## src/rtl/ms_cfg_ctrl_pkg.sv

```systemverilog
// Shared types and constants for the config word assembler.
// Bundles the FIFO word type, status bit positions and reset values.
package ms_cfg_ctrl_pkg;

  typedef struct packed {
    logic [3:0]  addr;
    logic [15:0] data;
  } cfg_word_t;

  typedef enum logic {
    S_LO,
    S_HI
  } asm_state_t;

  localparam int STS_OVF    = 7;
  localparam int STS_SELERR = 6;
  localparam int STS_BUSY   = 5;

  localparam logic [3:0]  rst_config_addr  = '0;
  localparam logic [15:0] rst_config_data  = '0;
  localparam logic [7:0]  rst_sl_send_data = '0;

endpackage

```

## src/rtl/ms_cfg_word_assembler_if.sv

```systemverilog
// Master byte bus, status return and target word handshake.
// The DUT side uses the slave modport.
interface ms_cfg_word_assembler_if;
  logic [7:0]  ma_send_data;
  logic [3:0]  ma_sel;
  logic        ma_enable;
  logic        clr_status;
  logic        config_ready;
  logic        config_valid;
  logic [3:0]  config_addr;
  logic [15:0] config_data;
  logic [7:0]  sl_send_data;

  modport master (
    output ma_send_data,
    output ma_sel,
    output ma_enable,
    output clr_status,
    output config_ready,
    input  config_valid,
    input  config_addr,
    input  config_data,
    input  sl_send_data
  );

  modport slave (
    input  ma_send_data,
    input  ma_sel,
    input  ma_enable,
    input  clr_status,
    input  config_ready,
    output config_valid,
    output config_addr,
    output config_data,
    output sl_send_data
  );
endinterface

```

## src/rtl/ms_cfg_word_fifo.sv

```systemverilog
// Word FIFO for assembled config words.
// Pointers carry an extra MSB to tell full from empty.
module ms_cfg_word_fifo
  import ms_cfg_ctrl_pkg::*;
#(
  parameter  int DEPTH = 4,
  localparam int AW    = $clog2(DEPTH)
) (
  input  logic      clk,
  input  logic      rst,
  input  logic      push,
  input  logic      pop,
  input  cfg_word_t din,
  output cfg_word_t head,
  output logic      full,
  output logic      empty,
  output logic [AW:0] count
);

  cfg_word_t   mem [DEPTH];
  logic [AW:0] wr_ptr;
  logic [AW:0] rd_ptr;

  assign count = wr_ptr - rd_ptr;
  assign empty = (wr_ptr == rd_ptr);
  assign full  = (wr_ptr[AW] != rd_ptr[AW]) &&
                 (wr_ptr[AW-1:0] == rd_ptr[AW-1:0]);
  assign head  = mem[rd_ptr[AW-1:0]];

  // Memory is reset so the head reads zero straight out of reset.
  always_ff @(posedge clk or posedge rst) begin
    if (rst) begin
      wr_ptr <= '0;
      rd_ptr <= '0;
      for (int i = 0; i < DEPTH; i++) begin
        mem[i] <= '{addr: rst_config_addr,
                    data: rst_config_data};
      end
    end else begin
      if (push) begin
        mem[wr_ptr[AW-1:0]] <= din;
        wr_ptr <= wr_ptr + 1'b1;
      end
      if (pop) begin
        rd_ptr <= rd_ptr + 1'b1;
      end
    end
  end

endmodule

```

## src/rtl/ms_cfg_word_assembler.sv

```systemverilog
// Pairs master bytes into 16-bit config words and buffers them.
// Optional err_cnt output is enabled by MS_CFG_ERR_CNT_EN.
module ms_cfg_word_assembler
  import ms_cfg_ctrl_pkg::*;
#(
  parameter int FIFO_DEPTH = 4
) (
  input  logic clk,
  input  logic rst,
  ms_cfg_word_assembler_if.slave bus
`ifdef MS_CFG_ERR_CNT_EN
  ,
  output logic [7:0] err_cnt
`endif
);

  localparam int AW = $clog2(FIFO_DEPTH);

  asm_state_t  state;
  logic [7:0]  lo_q;
  logic [3:0]  sel_q;
  logic        ovf;
  logic        sel_err;
  logic [7:0]  sts_q;

  cfg_word_t   head;
  logic        full;
  logic        empty;
  logic [AW:0] count;

  logic        lo_take;
  logic        hi_hit;
  logic        sel_miss;
  logic        pop;
  logic        push;
  logic        drop;
  logic        ovf_d;
  logic        sel_err_d;
  logic        busy_d;
  logic [4:0]  cnt_d;
  logic [7:0]  sts_d;

  always_comb begin
    lo_take   = (state == S_LO) && bus.ma_enable;
    hi_hit    = (state == S_HI) && bus.ma_enable &&
                (bus.ma_sel == sel_q);
    sel_miss  = (state == S_HI) && bus.ma_enable &&
                (bus.ma_sel != sel_q);
    pop       = !empty && bus.config_ready;
    // A pop in the same edge frees a slot for a push into a full FIFO.
    push      = hi_hit && (!full || pop);
    drop      = hi_hit && !push;
    ovf_d     = drop || (ovf && !bus.clr_status);
    sel_err_d = sel_miss || (sel_err && !bus.clr_status);
    busy_d    = lo_take || ((state == S_HI) && !hi_hit);
    cnt_d     = 5'(count) + 5'(push) - 5'(pop);
    sts_d     = {3'b000, cnt_d};
    sts_d[STS_OVF]    = ovf_d;
    sts_d[STS_SELERR] = sel_err_d;
    sts_d[STS_BUSY]   = busy_d;
  end

  always_ff @(posedge clk or posedge rst) begin
    if (rst) begin
      state   <= S_LO;
      lo_q    <= '0;
      sel_q   <= '0;
      ovf     <= 1'b0;
      sel_err <= 1'b0;
      sts_q   <= rst_sl_send_data;
    end else begin
      ovf     <= ovf_d;
      sel_err <= sel_err_d;
      sts_q   <= sts_d;
      unique case (1'b1)
        lo_take, sel_miss: begin
          lo_q  <= bus.ma_send_data;
          sel_q <= bus.ma_sel;
          state <= S_HI;
        end
        hi_hit: begin
          state <= S_LO;
        end
        default: ;
      endcase
    end
  end

  ms_cfg_word_fifo #(
    .DEPTH (FIFO_DEPTH)
  ) u_fifo (
    .clk   (clk),
    .rst   (rst),
    .push  (push),
    .pop   (pop),
    .din   ('{addr: sel_q,
              data: {bus.ma_send_data, lo_q}}),
    .head  (head),
    .full  (full),
    .empty (empty),
    .count (count)
  );

  assign bus.config_valid = !empty;
  assign bus.config_addr  = head.addr;
  assign bus.config_data  = head.data;
  assign bus.sl_send_data = sts_q;

`ifdef MS_CFG_ERR_CNT_EN
  logic err_inc;
  assign err_inc = sel_miss || drop;

  always_ff @(posedge clk or posedge rst) begin
    if (rst) begin
      err_cnt <= '0;
    end else if (err_inc) begin
      if (bus.clr_status) begin
        err_cnt <= 8'd1;
      end else if (err_cnt != 8'hFF) begin
        err_cnt <= err_cnt + 8'd1;
      end
    end else if (bus.clr_status) begin
      err_cnt <= '0;
    end
  end
`endif

endmodule
```

## src/flat_wrapper.sv

```systemverilog
// flat-port wrapper written by rule: the top's interface ports become plain ports
module ms_cfg_word_assembler_flat import ms_cfg_ctrl_pkg::*;
#(
  parameter int FIFO_DEPTH = 4
)
  (clk, rst, bus_ma_send_data, bus_ma_sel, bus_ma_enable, bus_clr_status, bus_config_ready, bus_config_valid, bus_config_addr, bus_config_data, bus_sl_send_data);
  ms_cfg_word_assembler_if bus_i ();
  input  logic clk;
  input  logic rst;
  input wire logic [$bits(bus_i.ma_send_data)-1:0] bus_ma_send_data;
  input wire logic [$bits(bus_i.ma_sel)-1:0] bus_ma_sel;
  input wire logic [$bits(bus_i.ma_enable)-1:0] bus_ma_enable;
  input wire logic [$bits(bus_i.clr_status)-1:0] bus_clr_status;
  input wire logic [$bits(bus_i.config_ready)-1:0] bus_config_ready;
  output wire logic [$bits(bus_i.config_valid)-1:0] bus_config_valid;
  output wire logic [$bits(bus_i.config_addr)-1:0] bus_config_addr;
  output wire logic [$bits(bus_i.config_data)-1:0] bus_config_data;
  output wire logic [$bits(bus_i.sl_send_data)-1:0] bus_sl_send_data;
  assign bus_i.ma_send_data = bus_ma_send_data;
  assign bus_i.ma_sel = bus_ma_sel;
  assign bus_i.ma_enable = bus_ma_enable;
  assign bus_i.clr_status = bus_clr_status;
  assign bus_i.config_ready = bus_config_ready;
  assign bus_config_valid = bus_i.config_valid;
  assign bus_config_addr = bus_i.config_addr;
  assign bus_config_data = bus_i.config_data;
  assign bus_sl_send_data = bus_i.sl_send_data;
  ms_cfg_word_assembler #(.FIFO_DEPTH(FIFO_DEPTH)) u_core (.clk(clk), .rst(rst), .bus(bus_i));
endmodule
```

## config.mk

```make
export PLATFORM = sky130hd
export DESIGN_NAME = ms_cfg_word_assembler_flat
export DESIGN_NICKNAME = d
export VERILOG_FILES = /design/src/rtl/ms_cfg_ctrl_pkg.sv /design/src/rtl/ms_cfg_word_assembler_if.sv /design/src/rtl/ms_cfg_word_fifo.sv /design/src/rtl/ms_cfg_word_assembler.sv /design/src/flat_wrapper.sv
export SDC_FILE = /design/constraint.sdc
export NUM_CORES = 1
export LEC_CHECK = 0
export ABC_CLOCK_PERIOD_IN_PS = 4300
export CAP_MARGIN = 20
export CORE_ASPECT_RATIO = 0.9
export CORE_MARGIN = 5
export CORE_UTILIZATION = 59
export CTS_BUF_LIST = sky130_fd_sc_hd__clkbuf_8
export CTS_CLUSTER_DIAMETER = 100
export DETAILED_ROUTE_END_ITERATION = 8
export PLACE_DENSITY_LB_ADDON = 0.08
export SLEW_MARGIN = 10
export SYNTH_ARGS = -nofsm -noshare
export SYNTH_HDL_FRONTEND = slang
export SYNTH_SLANG_ARGS = --single-unit
```

## constraint.sdc

```tcl
create_clock -name clk -period 4.3 [get_ports clk]
set_input_delay 1.075 -clock clk [delete_from_list [all_inputs] [get_ports clk]]
set_output_delay 1.075 -clock clk [all_outputs]
set_load 0.01 [all_outputs]
```

### Word-level counts from Yosys, hierarchy flattened

Cells that the tools add are included.

* input bits: 17
* flip-flop bits (word level): 109

* reductions and logical operators: 23
* $lt $le $gt $ge: 3
* bitwise gates (word level): 3
* multiplexer cells: 7
* equal/unequal tests: 5
* add/subtract/negate cells: 5

Operator list (number)
* 80-bit bitwise mux: 1
* 20-bit 2-to-1 mux: 3
* 20-bit binary-select mux with 2-bit select: 1
* 20-bit demux with 2-bit select: 1
* 1-bit logical AND: 12
* 3-bit by 1-bit adder with 3-bit output, second input constant: 2
* 3-bit >= comparator, second input constant: 2
* 2-bit NOT with 3-bit output: 2
* 1-bit zero test: 5
* 5-bit by 1-bit subtractor with 5-bit output: 1
* 3-bit by 1-bit adder with 4-bit output: 1
* 4-bit equality test: 1
* 1-bit logical OR: 4
* 4-bit != test: 1
* 3-bit equality test: 1
* 3-bit by 1-bit less-than comparator with 1-bit output, second input constant: 1
* 3-bit subtractor: 1
* 2-bit equality test: 1
* 1-bit one-hot mux with 2 select lines: 1
* 2-bit nonzero test: 1
* 2-bit OR reduction: 1
* 1-bit != test: 1
* 1-bit NOT: 1

### Longest topological paths before layout

Gate-level depths: netlist (run 1).

* depth in word-level cells: 8
* gate-level depth with buffers: 13
* gate-level depth less buffers: 11

### Cells and area by module

From an unflattened synthesis (run 1), not the netlist that was laid out.

* cells, all modules: 305
* area, all modules: 5197.5 um^2

Modules (own cells, without submodules)
* ms_cfg_word_fifo: area an instance 4176.5 um^2, cells an instance 231, instances 1
* ms_cfg_word_assembler: area an instance 1021.0 um^2, cells an instance 74, instances 1

### Worst setup path before layout (run 1)

OpenSTA, ideal clock, no wires.

* path kind: flip-flop to flip-flop
* from: register u_core.u_fifo.rd_ptr[1]
* to: register u_core.sts_q[3] (netlist: u_core.bus.sl_send_data[3])
* clock period less this slack: 3.174 ns
* stages on the path, launching flop included: 14
* setup slack: 1.126 ns
* buffers on the path: 2
* library setup time: 0.078 ns
* arrival time: 3.096 ns
* required time: 4.222 ns
* cell sequence: dfrtp_1 buf_2 clkbuf_1 inv_1 ha_1 nand3b_1 nor2_2 nor3_1 ha_1 inv_1 ha_1 nor2b_1 mux2_2 o2bb2ai_1

* cells in the longest elaborated chain, start to end: 7

RTL lines
* start, declared: RTL line ms_cfg_word_fifo.sv:22 `logic [AW:0] rd_ptr;`
* start signal, assigned: RTL line ms_cfg_word_fifo.sv:45 `rd_ptr <= rd_ptr + 1'b1;`
* 3-bit equality test or 2-bit equality test (tied branches): RTL line ms_cfg_word_fifo.sv:25, ms_cfg_word_fifo.sv:27
* 1-bit zero test or 1-bit logical AND (tied branches): RTL line ms_cfg_word_assembler.sv:49, ms_cfg_word_fifo.sv:26
* 1-bit logical AND or 1-bit zero test (tied branches): RTL line ms_cfg_word_assembler.sv:49, ms_cfg_word_assembler.sv:51
* 1-bit logical OR: RTL line ms_cfg_word_assembler.sv:51 `push = hi_hit && (!full || pop);`
* 1-bit logical AND: RTL line ms_cfg_word_assembler.sv:51
* 3-bit by 1-bit adder with 4-bit output: RTL line ms_cfg_word_assembler.sv:56 `cnt_d = 5'(count) + 5'(push) - 5'(pop);`
* 5-bit by 1-bit subtractor with 5-bit output (*): RTL line ms_cfg_word_assembler.sv:56
* via u_core.cnt_d[3]: RTL line ms_cfg_word_assembler.sv:40 `logic [4:0] cnt_d;`
* end signal, assigned: RTL line ms_cfg_word_assembler.sv:70 `sts_q <= rst_sl_send_data;`
* end signal, assigned: RTL line ms_cfg_word_assembler.sv:74 `sts_q <= sts_d;`
* end, declared: RTL line ms_cfg_word_assembler.sv:24 `logic [7:0] sts_q;`

Mark *: on every way through the listed nets, which the timed path passes. The rest lies on a longest branch.
A chain may end at the register's enable or synchronous reset.

### Worst setup path in the final report (run 1)

* from: register u_core.u_fifo.rd_ptr[1]
* to: output port bus_config_data[14]

* cells in the longest elaborated chain, start to end: 4

RTL lines
* 2-bit NOT with 3-bit output (not written as such): RTL line ms_cfg_word_fifo.sv:28 `assign head = mem[rd_ptr[AW-1:0]];`
* 20-bit binary-select mux with 2-bit select: RTL line ms_cfg_word_fifo.sv:28
* 20-bit 2-to-1 mux (not written as such) (2 in a row): RTL line ms_cfg_word_fifo.sv:28
* end, declared: RTL line flat_wrapper.sv:17 `output wire logic [$bits(bus_i.config_data)-1:0] bus_config_data;`

Every way passes these cells. The select of a mux whose other input is x is not followed.

==> flow_summary.toml, run 1 <==
[status]
status = "completed"

[cts]
insertion_delay_ps = 360
cts_htree_levels = 3
cts_hold_buffers = 0
clock_tree.root_cell = "clkbuf_8"
clk_pin_slew_ps = 90
cts_sinks = 107
cts_buffer_depth = 2
cts_resized = 0
postCtsSetupBuffers = 0
cts_tree = "built"
cts-buffers-inserted = 9

[critical_path]
crit_arrival_ps = 2230
r2r_start = "u_core.u_fifo.rd_ptr[1]$_DFFE_PP0P_"
worstSetupEndpointType = "output port"
critPathLaunch = "u_core.u_fifo.rd_ptr[1]$_DFFE_PP0P_"
critical_path.startpoint_type = "register"
cp_max_fo = 17
critPathKind = "register to output port"
worstPathRequired_ps = 3220

[floorplanning]
rows = 31
fp.dieArea_sq_um = 10100
start_util_pct = 60.3
die_x_microns = 105
core_area_sq_um = 7990
die_h_microns = 95.7
ios = 46

[sta]
worst_slew_margin_rel_pct = 50.7
setup_ws_ps = 995
setup-tns-final_ps = 0
fmax_ghz = 0.303
fin_crit_sh_pct = 76.9
hold_violations = 0
setup_viol = 0
fin_worst_skew_ps = 9.63
rsz0062_at_grt = "false"
maxSlewViolCount = 0
fin_crit_ps = 3310
tightestPinTransition_ps = 740

[place]
dp.cells = 438
place_congestion = 0.732
post-place-ws_ps = 696
hpwl_microns = 5630
io_buffers = 45

[route]
highest_layer = "met4"
vias = 2598
drc = 0
wl_per_cell_microns = 19.1
met3WireLength_microns = 300
vias_per_cell = 5.72
firstDrtPassIters = 4
drt_iter0_markers = 83
wirelength_microns = 8660
wl_met1_microns = 4140
dr_wl_met2_microns = 4110
ant_nets = 0

[global_routing]
antenna_found_initial = 0
overflow = 0
grt_pass1_vias = 2784
grt.total_usage_pct = 19.0
grt_max_degree = 60
grt_pass1_wl_microns = 14900

[synthesis]
synth_cells = 299
yosys.cell_types.count = 29
ys_top_cells_by_area = "dfrtp_1 56%, mux2_2 21%, mux4_2 9.4%"
syn_area_sq_um = 4810
ys_seq_area_share_pct = 55.6
synthesis.nets = 328
yosysWarnings = 0
synth_top_area_cell = "dfrtp_1"
avgSynthCellArea_sq_um = 16.1
synth_top_area_share_pct = 55.6
ys_ff_latch = 107

[finish]
fin_util_pct = 70.3
instances_no_fill = 454
synthToLayoutAreaGrowth_pct = 16.7
regArea_sq_um = 2680
fillers = 572
final_common_cell = "dfrtp_1"
drive_gt1_share_pct = 40.6
num-nets-final = 379
final_cell_mix = "107 x dfrtp_1, 91 x mux2_2, 45 x clkdlybuf4s50_1"
multi_input_area_sq_um = 2010
n_antenna_cell = 0

[pwr]
max-vdd-ir-drop_mv = 0.330
p_per_area_nw_per_um2 = 610
power_uw = 3430
p_leak_uw = 0.00259

[job]
max_cap_violations = 0

[min_path]
hp-start = "u_core.u_fifo.mem[35]$_DFFE_PP0P_"
hold_class = "register to register"
==> cell type report <==
cell class,count,area share (%)
clock buffer,10,2.45
clock inverter,6,1.18
inverter,13,0.913
tap,99,2.21
multi-input combinational,164,35.8
timing repair buffer,55,9.80
sequential,107,47.7
==> path summary, 6_finish.rpt <==
path	depth (start not counted)	end	slack, ps
worst max-delay path	3	bus_config_data[14]	990
worst min-delay path	1	u_core.u_fifo.mem[35]$_DFFE_PP0P_	490
worst max register to register	11	u_core.bus.sl_send_data[3]$_DFF_PP0_	1270
worst min register to register	1	u_core.u_fifo.mem[35]$_DFFE_PP0P_	490
max in group asynchronous	3	u_core.u_fifo.mem[65]$_DFFE_PP0P_	2400
min in group asynchronous	2	u_core.u_fifo.mem[40]$_DFFE_PP0P_	1200
==> synthesized netlist by cell type <==
master	count
mux2_2	91
nor4b_4	1
mux4_2	20
o21ai_0	3
nand2b_1	1
buf_4	8
buf_2	3
nand3_1	3
inv_1	13
o21ai_2	1
o41ai_1	1
nand2_1	4
dfrtp_1	107
and2_1	1
nand4_2	1
ha_1	11
xnor2_1	10
buf_6	2
clkbuf_1	2
o2bb2ai_1	1
xor2_1	2
mux2_1	4
nor2b_1	1
nor4b_2	3
nand3b_1	1
nor3_1	1
fa_1	1
nor2_2	1
mux2i_1	1
==> cell families after synthesis <==
family	after synthesis	share of synthesized area, %
compound gates	6	0.858
xor+xnor	12	2.18
fa+ha+maj	12	3.27
buf+inv	28	3.20
flops	107	55.6
mux	116	31.8
simple gates	18	3.09
==> stage by stage <==
stage / area (sq um) / hold slack, ps
after global routing: 5620 / 512
after CTS: 5620 / 495
final: 5620 / 487
after detailed placement: 5410 / 474
after global placement: 5410 / 463
after floorplan: 4810 / 452
==> report_power, final <==
group | internal (uW) | leakage (uW) | total, uW | switching (uW)
Clock | 285 | 0.0000999 | 619 | 334
Sequential | 1300 | 0.00141 | 1480 | 176
Combinational | 788 | 0.00108 | 1330 | 540
Total | 2380 | 0.00259 | 3430 | 1050
==> metal layers <==
| layer | up-vias | GRT usage, % |
|---|---|---|
| li1 | 1189 | - |
| met1 | 1346 | 28.1 |
| met2 | 53 | 28.9 |
| met3 | 10 | 3.96 |
| met4 | 0 | 5.11 |
| met5 | - | 0 |
==> flip-flops by register name (all words and copies together), names as in the netlist <==
register and cells:
u_core.bus.sl_send_data 7, u_core.lo_q 8, u_core.ovf 1, u_core.sel_q 4, u_core.state 1, u_core.u_fifo.mem 80, u_core.u_fifo.rd_ptr 3, u_core.u_fifo.wr_ptr 3
==> critical path: stages, from the launching register on <==
cell             delay [ps]
dfrtp_1                 600
buf_12                  240
mux4_2                  540
clkdlybuf4s50_1         500
(Power assumes the default switching activity.)
==> run 2, diff against run 1 <==
--- a/config.mk
+++ b/config.mk
@@ -5,11 +5,11 @@
 export SDC_FILE = /design/constraint.sdc
 export NUM_CORES = 1
 export LEC_CHECK = 0
-export ABC_CLOCK_PERIOD_IN_PS = 4300
+export ABC_CLOCK_PERIOD_IN_PS = 2900
 export CAP_MARGIN = 20
 export CORE_ASPECT_RATIO = 0.9
 export CORE_MARGIN = 5
-export CORE_UTILIZATION = 59
+export CORE_UTILIZATION = 53
 export CTS_BUF_LIST = sky130_fd_sc_hd__clkbuf_8
 export CTS_CLUSTER_DIAMETER = 100
 export DETAILED_ROUTE_END_ITERATION = 8
==> constraint.sdc (replaced) <==
create_clock -name clk -period 2.9 [get_ports clk]
set_input_delay 0.725 -clock clk [delete_from_list [all_inputs] [get_ports clk]]
set_output_delay 0.725 -clock clk [all_outputs]
set_load 0.01 [all_outputs]
==> run 2 against run 1 <==
- largest power group unchanged
- clock power up 62%
- clock-buffer cell count decreased by 1
- clock skew shrank 2.8 ps
- global-route usage decreased by 1.7 points
- largest cell class unchanged
- critical path type unchanged
==> flow_summary.toml, run 2 (synthesis results as in run 1) <==
[finish]
num-nets-final = 389
n_antenna_cell = 0
largest_reg_flops = 80
instances_no_fill = 487
synthToLayoutAreaGrowth_pct = 20.8
final_common_cell = "dfrtp_1"
final_cell_mix = "107 x dfrtp_1, 91 x mux2_2, 45 x clkdlybuf4s50_1"
regMostFlops = "u_core.u_fifo.mem"
fillers = 711
drive_gt1_share_pct = 42.7

[floorplanning]
ios = 46
rows = 33
start_util_pct = 53.5
core_area_sq_um = 9000
fp.dieArea_sq_um = 11100
die_x_microns = 110
die_h_microns = 100

[cts]
clock_tree.root_cell = "clkbuf_8"
clk_pin_slew_ps = 100
cts_resized = 0
cts_tree = "built"
cts_hold_buffers = 0
cts_htree_levels = 3
postCtsSetupBuffers = 0
cts_sinks = 107
cts_buffer_depth = 2
insertion_delay_ps = 360
cts-buffers-inserted = 9

[critical_path]
crit_arrival_ps = 2070
critical_path.startpoint_type = "register"
critPathKind = "register to output port"
worstSetupEndpointType = "output port"
worstPathRequired_ps = 2170
cp_max_fo = 17

[sta]
maxSlewViolCount = 0
fin_crit_sh_pct = 96.3
fin_worst_skew_ps = 6.85
tightestPinTransition_ps = 553
fmax_ghz = 0.358
hold_violations = 0
setup_viol = 0
fin_crit_ps = 2790
worst_slew_margin_rel_pct = 62.9
setup_ws_ps = 108
rsz0062_at_grt = "false"

[pwr]
power.internal_uw = 3650
swShare_pct = 30.2
max-vdd-ir-drop_mv = 0.545
clkPwrFrac_pct = 19.2
p_leak_uw = 0.00266
p_sw_uw = 1580
p_per_area_nw_per_um2 = 899
seqPwrFrac_pct = 41.7
combPwrFrac_pct = 39.1
power_uw = 5230

[route]
vias_per_cell = 5.36
drt_iter0_markers = 72
ant_nets = 0
wl_per_cell_microns = 17.9
drc = 0
wirelength_microns = 8720
vias = 2608
firstDrtPassIters = 4

[global_routing]
grt_pass1_vias = 2912
overflow = 0
grt_max_degree = 52
antenna_found_initial = 0
grt.total_usage_pct = 17.3
grt_pass1_wl_microns = 15100

[place]
io_buffers = 45
hpwl_microns = 5860
place_congestion = 0.690
post-place-ws_ps = -85.2
dp.cells = 471

[job]
max_cap_violations = 0

[min_path]
hold_class = "register to register"

[status]
status = "completed"
run 2: cell count changes in the layout (fill, tap and decap cells not counted), sizes merged:
| cell | previous run | this run |
|---|---|---|
| buf | 10 | 20 |
| clkinvlp | 2 | 3 |
| clkinv | 2 | 1 |
| clkbuf | 10 | 9 |
| bufinv | 1 | 2 |
run 2: stage by stage:
step	setup TNS (ps)	area, sq um	util, %	hold WS [ps]
global placement	-31.5	5590	62.1	466
floorplan	0	4830	-	452
CTS	0	5810	64.6	494
finish	0	5810	64.6	491
detailed placement	-85.2	5590	62.1	471
global route	0	5810	64.6	504
run 2: layout make-up:
cell class                      instances  area, sq um  share of cell area, %
Inverter                               13         52.6                  0.904
Timing Repair Buffer                   65          688                   11.8
Sequential cell                       107         2680                   46.1
Tap cell                              122          153                   2.63
Clock buffer                            9          124                   2.13
Multi-Input combinational cell        164         2020                   34.7
Clock inverter                          7          100                   1.72
run 2: power groups by stage:
stage                     logic [uW]  registers [uW]  clock network, uW
after floorplan                 1310            2160                  0
after global routing            2240            2240               1100
after detailed placement        2080            2210                  0
after CTS                       2090            2180               1040
after global placement          2040            2190                  0
final                           2040            2180               1000
run 2: worst max-delay path: stages, from the launching register on:
cell,delay (ps)
dfrtp_1,430
buf_12,210
mux4_2,560
clkdlybuf4s50_1,510
run 2: layer usage:
layer	global-route usage [%]	up-vias	routed length (microns)
met5	0	-	0
met4	3.88	0	75
met3	4.64	6	266
met2	27.7	37	4170
met1	24.0	1368	4210
li1	-	1197	-
run 2: path summary, 6_finish.rpt:
kind                                                     start                                    to  slack (ps)  depth (start not counted)
max in group asynchronous                                  rst     u_core.u_fifo.mem[20]$_DFFE_PP0P_        1700                          3
hold reg to reg              u_core.u_fifo.mem[35]$_DFFE_PP0P_     u_core.u_fifo.mem[35]$_DFFE_PP0P_         490                          1
setup reg to reg           u_core.u_fifo.wr_ptr[0]$_DFFE_PP0N_  u_core.bus.sl_send_data[3]$_DFF_PP0_         470                         11
min in group asynchronous                                  rst           u_core.sel_q[0]$_DFFE_PP0P_         630                          2
setup / recovery           u_core.u_fifo.rd_ptr[0]$_DFFE_PP0P_                    bus_config_data[6]         110                          3
hold / removal               u_core.u_fifo.mem[35]$_DFFE_PP0P_     u_core.u_fifo.mem[35]$_DFFE_PP0P_         490                          1
==> run 3, diff against run 2 <==
--- a/config.mk
+++ b/config.mk
@@ -5,11 +5,12 @@
 export SDC_FILE = /design/constraint.sdc
 export NUM_CORES = 1
 export LEC_CHECK = 0
+export ABC_AREA = 1
 export ABC_CLOCK_PERIOD_IN_PS = 2900
 export CAP_MARGIN = 20
 export CORE_ASPECT_RATIO = 0.9
-export CORE_MARGIN = 5
-export CORE_UTILIZATION = 53
+export CORE_MARGIN = 1.5
+export CORE_UTILIZATION = 54
 export CTS_BUF_LIST = sky130_fd_sc_hd__clkbuf_8
 export CTS_CLUSTER_DIAMETER = 100
 export DETAILED_ROUTE_END_ITERATION = 8
@@ -18,3 +19,4 @@
 export SYNTH_ARGS = -nofsm -noshare
 export SYNTH_HDL_FRONTEND = slang
 export SYNTH_SLANG_ARGS = --single-unit
+export TNS_END_PERCENT = 5
==> run 3 against run 2 <==
- area after synthesis increased by 12%
- sequential power increased by 5%
- clock power decreased by 7%
- synthesized cell count increased by 120%
- first-iteration DRC count increased to 5.7 times the previous value
- combinational power increased by 43%
- fmax increased by 0.26%
- core utilization decreased by 2.1 points
- sequential share of layout area decreased by 1.9 points
- register-to-register slack improved by 60 ps
- die area decreased by 4.2%
- cell count increased by 67%
- critical endpoint is now bus_config_data[0]
- largest cell class unchanged
==> flow_summary.toml, run 3 <==
[status]
status = "completed"

[critical_path]
slowest_delay_ps = 590
critical_path.startpoint_type = "register"
cp_max_fo = 32
worstPathRequired_ps = 2170
crit_path_top_delay_cell = "clkdlybuf4s50_1"
worstSetupEndpointType = "output port"
crit_arrival_ps = 2060
cp.buffers_inverters = 3
cp_top_family = "buffers and inverters"
critPathKind = "register to output port"
crit_chain = "inv_1 -> buf_6 -> o21ai_0 -> o22ai_1 -> clkdlybuf4s50_1"

[sta]
fin_crit_ps = 2780
fin_crit_sh_pct = 96.0
rsz0062_at_grt = "false"
fmax_ghz = 0.359
worst_slew_margin_rel_pct = 61.0
setup_viol = 0
maxSlewViolCount = 0
setup-tns-final_ps = 0
tightestPinTransition_ps = 584
fin_worst_skew_ps = 10.7
hold_violations = 0

[synthesis]
avgSynthCellArea_sq_um = 8.24
syn_area_sq_um = 5410
synth_xor_xnor_area_share_pct = 0.809
yosys-top-cells-count = "244 x nand2_1, 107 x dfrtp_1, 84 x nand4_1, 47 x nor2_1, 43 x o21ai_0"
synth_cells = 657
synthMuxAreaShare_pct = 0
synthFlopType = "dfrtp_1"
ys_top_cells_by_area = "dfrtp_1 49%, nand2_1 17%, nand4_1 9.7%"
yosysWarnings = 0
synth_top_area_cell = "dfrtp_1"
synth_edf_count = 0
synth_most_common_cell = "nand2_1"
synth_top_area_share_pct = 49.5
async_flop_share_pct = 100
synthSimpleGateAreaFrac_pct = 30.8
ys_ff_latch = 107
ys_seq_area_share_pct = 49.5
synthesis.nets = 686
synth_compound_area_share_pct = 6.52
synth_top_family_by_area = "simple AND/OR/NAND/NOR gates"
synthAdderAreaFrac_pct = 2.91
yosys.cell_types.count = 20

[cts]
postCtsSetupBuffers = 0
cts_hold_buffers = 0
cts_buffer_depth = 2
clk_pin_slew_ps = 100
cts_resized = 0
insertion_delay_ps = 370
cts_sinks = 107
cts-buffers-inserted = 9
clock_tree.root_cell = "clkbuf_8"
cts_htree_levels = 3
cts_tree = "built"

[route]
ant_nets = 0
wl_per_cell_microns = 16.7
firstDrtPassIters = 5
wirelength_microns = 13600
vias_per_cell = 5.82
drt_iter0_markers = 408
vias = 4718
drc = 0

[global_routing]
grt_pass1_vias = 4521
grt.total_usage_pct = 27.1
grt_pass1_wl_microns = 22400
overflow = 0
antenna_found_initial = 0
grt_max_degree = 83

[finish]
final_common_cell = "nand2_1"
n_antenna_cell = 0
largest_reg_flops = 80
regMostFlops = "u_core.u_fifo.mem"
synthToLayoutAreaGrowth_pct = 12.0
postLayoutCellArea_sq_um = 6060
drive_gt1_share_pct = 5.84
num-nets-final = 709
final_cell_mix = "243 x nand2_1, 107 x dfrtp_1, 84 x nand4_1"

[place]
io_buffers = 45
hpwl_microns = 8230
place_congestion = 0.809
placed_area_sq_um = 5850

[floorplanning]
die_h_microns = 98.0
core_area_sq_um = 9700
ios = 46
rows = 34
fp.dieArea_sq_um = 10600
die_x_microns = 109
start_util_pct = 55.8

[job]
max_cap_violations = 0

[min_path]
hold_class = "register to register"

[pwr]
swShare_pct = 41.1
power.internal_uw = 3620
p_sw_uw = 2530
clkPwrFrac_pct = 15.2
max-vdd-ir-drop_mv = 0.725
p_leak_uw = 0.00311
seqPwrFrac_pct = 37.3
p_per_area_nw_per_um2 = 1010
combPwrFrac_pct = 47.5
## run 3: cell types whose count changed in the layout (fill, tap and decap cells not counted), sizes merged, moves of 4 or more
| cell | delta |
|---|---|
| mux4 | -20 |
| nand2 | +241 |
| nand4 | +83 |
| mux2 | -95 |
| o22ai | +22 |
| o21ai | +39 |
| nor2 | +48 |
| xnor2 | -7 |
| nor4b | -4 |
| inv | +20 |
## run 3: routing by layer
metal  track usage, %  vias to the layer above  wire length (microns)
met5                0                        -                      0
met4             8.81                        0                    203
met3             5.21                       21                    873
met2             42.1                      177                   6420
met1             38.5                     2302                   6070
li1                 -                     2218                      -
## run 3: final cells by class
cell class,count,area [sq um]
repair buffers,64,659
flip-flops and latches,107,2680
inverters,34,131
clock buffers,10,138
well taps,126,158
multi-input cells,464,2230
clock inverters,6,63.8
fillers,854,3640
## run 3: path summary, 6_finish.rpt
check | start | end | slack (ps) | depth (start not counted)
max | u_core.u_fifo.rd_ptr[0]$_DFFE_PP0P_ | bus_config_data[0] | 120 | 5
min | u_core.u_fifo.mem[38]$_DFFE_PP0P_ | u_core.u_fifo.mem[38]$_DFFE_PP0P_ | 470 | 2
max reg2reg | u_core.u_fifo.rd_ptr[0]$_DFFE_PP0P_ | u_core.bus.sl_send_data[2]$_DFF_PP0_ | 530 | 12
min reg2reg | u_core.u_fifo.mem[38]$_DFFE_PP0P_ | u_core.u_fifo.mem[38]$_DFFE_PP0P_ | 470 | 2
max in group asynchronous | rst | u_core.bus.sl_send_data[0]$_DFF_PP0_ | 1740 | 3
min in group asynchronous | rst | u_core.u_fifo.mem[2]$_DFFE_PP0P_ | 760 | 3
## run 3: cell families after synthesis
family | count (synthesis)
simple gates | 382
flops | 107
buf+inv | 86
compound gates | 65
fa+ha+maj | 12
xor+xnor | 5
## run 3: worst min-delay path: cells and delay by family (launching register included)
kind	cells	cell delay (ps)
AND/OR/NAND/NOR	2	100
flip-flops	1	350
## run 3: per-stage QoR
step | power, uW | cells | setup WS, ps | util [%] | hold slack (ps)
floorplan | 4040 | 657 | 496 | - | 437
global placement | 5130 | 795 | 157 | 60.3 | 449
detailed placement | 5220 | 795 | 53.9 | 60.3 | 453
CTS | 6170 | 811 | 11.2 | 62.4 | 478
global route | 6610 | 811 | 17.8 | 62.5 | 497
finish | 6150 | 811 | 115 | 62.5 | 475
## run 3: power by group through the flow
stage	Clock, uW	Combinational (uW)	Sequential (uW)
floorplan	0	1780	2260
global placement	0	2840	2290
detailed placement	0	2910	2320
CTS	965	2910	2290
global route	1020	3250	2350
finish	934	2920	2290
==> edit: new RTL, config.mk and constraints of run 2 <==
`FIFO_DEPTH` is set to 4 in 2 places; all go to 8.
--- a/src/rtl/ms_cfg_word_assembler.sv
+++ b/src/rtl/ms_cfg_word_assembler.sv
@@ -5,3 +5,3 @@
 #(
-  parameter int FIFO_DEPTH = 4
+  parameter int FIFO_DEPTH = 8
 ) (
--- a/src/flat_wrapper.sv
+++ b/src/flat_wrapper.sv
@@ -3,3 +3,3 @@
 #(
-  parameter int FIFO_DEPTH = 4
+  parameter int FIFO_DEPTH = 8
 )
Check against the original RTL: not equivalent (a bounded check fails within 10 cycles, from zero or initial values and one cycle with rst high).
==> edit against run 2 <==
  * Routed wire length up 120%
  * First-iteration DRC count rose to 3.0 times the old value
  * Synthesized area up 79%
  * Sequential cell count up 82
  * Combinational power up 99%
  * Design area up 77%
  * Core utilization down 0.44 points
  * Sequential power up 71%
  * Clock power up 88%
  * Count of clock-buffer cells in the layout up 11
  * Critical path depth up 4
  * Total power up 85%
  * Worst setup slack worse by 0.058 ns
  * Critical endpoint unchanged
  * Largest power group is now combinational logic
==> edit: results (changes against run 2) <==
The worst-path cell with the longest stage delay is sky130_fd_sc_hd__mux4_2. The first-pass GRT wire length is 30,900 um (+110%). The worst slack at placement is -0.115 ns (-0.0300 ns). The number of buffers on the longest clock path is 2 (unchanged). The switching portion of total power was 0.324 (+0.0216). The proportion of synthesized chip area in sequential cells is 0.550 (-0.00591). The net count of the finished layout came to 691 (+78%). The detailed-router iteration count before antenna repair came out at 4 (unchanged). The share of the synthesized area in compound gates (AO/OA/AOI/OAI) is 0.00859 (+0.0000122). The peak ir drop on the vdd network is 0.904 mV (+66%). The share of synthesized area spent on multiplexers came out at 0.331 (+0.0136). Clock-pin slew was measured on the worst setup and hold paths at 0.09 ns. In this run the worst hold path is classified as reg2reg.

The source-to-sink clock delay at the later pin of the worst-skew pair came to 0.48 ns (+0.12 ns). The number of levels the H-tree was split into is 4 (+1). The critical path arrival came to 2.12 ns (+0.05 ns). Sorting the synthesized cells by area gives the leading types as sky130_fd_sc_hd__dfrtp_1 (55%), sky130_fd_sc_hd__mux2_2 (17%), sky130_fd_sc_hd__mux4_2 (10%). The count of filler cells inserted in the layout is 1,183 (+66%). The largest fanout on the critical path came out at 6 (-11).

The leakage power of the design came to 0.00497 uW (+87%). The area share of xor/xnor cells in the synthesized design is 0.0172 (-0.00465). The largest clock skew in the final design came out at 0.0123 ns (+0.00547 ns). The total number of vias is 5,032 (+93%). Sorting the synthesized cells by how often they occur yields sky130_fd_sc_hd__dfrtp_1 (189), sky130_fd_sc_hd__mux2_2 (127), sky130_fd_sc_hd__nand2_1 (64).

The count of routing violations after the opening detailed-route iteration was 218 (+200%). The post-synthesis async set-or-reset flop share is 1.00 (unchanged). The placer's final routability congestion estimate came out at 0.758 (+9.9%). The initial antenna violation count is 0 (unchanged). The via count of the first global-routing pass is 5,424 (+86%). The critical path's largest stage delay is 0.50 ns (-0.06 ns).

The number of flip-flops under the largest register name was 160 (+100%). Ranked by flip-flop count, first place goes to u_core.u_fifo.mem. The fraction of layout instances using a drive strength above 1 is 0.444 (+0.0162).

The run finished with clean final reports. The HPWL reported at the end of detailed placement came out at 11,500 um (+95%). The share of synthesized cell area in full adder, half adder and majority cells came out at 0.0192 (-0.0135).

The detailed-route wire length per cell was 21.6 um (+21%). The slew of the pin with the lowest slew margin is 0.449 ns (-0.104 ns). The post-synthesis cell type count came out at 30 (+3.4%). The warning count from the yosys run is 0 (unchanged).

The total routing resource utilization after global routing is 0.219 (+0.0469). The number of buffers added by the clock tree synthesis step came out at 17 (+8). The maximum number of pins on one net before global-route repair came out at 44 (-15%). The number of antenna repair diodes is 0 (unchanged). The clock sink total is 189 (+77%). In this run the clock root is driven by a sky130_fd_sc_hd__clkbuf_8. The total of buffers placed on input and output ports came to 45 (unchanged). The post-synth net total came out at 611 (+86%).
edit: worst paths after layout:
check                                                            end                                 from  slack, ns  cells after the start
worst max-delay path                              bus_config_data[6]  u_core.u_fifo.rd_ptr[0]$_DFFE_PP0P_       0.05                      7
worst min-delay path              u_core.u_fifo.mem[157]$_DFFE_PP0P_   u_core.u_fifo.mem[157]$_DFFE_PP0P_       0.49                      1
worst max register to register  u_core.bus.sl_send_data[4]$_DFF_PP0_  u_core.u_fifo.rd_ptr[0]$_DFFE_PP0P_       0.17                     12
worst min register to register    u_core.u_fifo.mem[157]$_DFFE_PP0P_   u_core.u_fifo.mem[157]$_DFFE_PP0P_       0.49                      1
max in group asynchronous         u_core.u_fifo.mem[146]$_DFFE_PP0P_                                  rst       1.57                      4
min in group asynchronous        u_core.u_fifo.wr_ptr[0]$_DFFE_PP0P_                                  rst       0.58                      2
edit: routing by layer:
layer	up-vias	global-route usage	wire length, um
met3	27	0.0426	664
met5	-	0	0
li1	2243	-	-
met2	76	0.344	9320
met1	2686	0.314	8710
met4	0	0.0702	325
edit: timing repair:
action | 4_1_cts | 5_1_grt
pin swaps | 0 | 1
buffers inserted | 17 | 1
endpoints found under the setup margin | 21 | 16
hold buffers | 0 | 0
cloned | 5 | 0
hold endpoints to repair | 0 | 0
resized for setup | 90 | 16
edit: power groups by stage:
stage          Combinational, uW  Clock [uW]  Sequential (uW)
5_1_grt                     4430        2030             3800
4_1_cts                     3990        1920             3710
2_1_floorplan               2400           0             3650
6_report                    4050        1880             3720
3_3_place_gp                3390           0             3720
3_5_place_dp                3470           0             3770
edit: final cells by class:
cell class | count | share of cell area
clock inverters | 11 | 0.0152
clock buffers | 20 | 0.0268
repair buffers | 101 | 0.107
multi-input cells | 340 | 0.360
flip-flops and latches | 189 | 0.460
well taps | 207 | 0.0252
inverters | 13 | 0.00511
edit: cells by family (layout without fill, tap and decap cells):
kind of cell	after synthesis	count (layout)
AOI/OAI and AO/OA	11	11
and+or+nand+nor	88	88
DFF	189	189
buffers and inverters	53	145
adders and majority gates	12	12
xor gates and xnor gates	16	16
muxes	213	213
edit: critical path, delay by kind of cell (launching register included):
family        cells  cell delay [ns]
buf+inv           4             0.52
flops             1             0.46
mux               1             0.50
simple gates      2             0.17
edit: through the flow:
step	instance area [sq um]	hold slack [ns]	utilization	setup TNS (ns)	std cells
2_1_floorplan	8600	0.452	-	-49.04	582
3_3_place_gp	9520	0.461	0.594	-3.66	827
3_5_place_dp	9520	0.471	0.594	-3.80	827
4_1_cts	10200	0.494	0.639	-0.0247	880
5_1_grt	10300	0.504	0.642	-0.272	881
6_report	10300	0.491	0.642	0	881
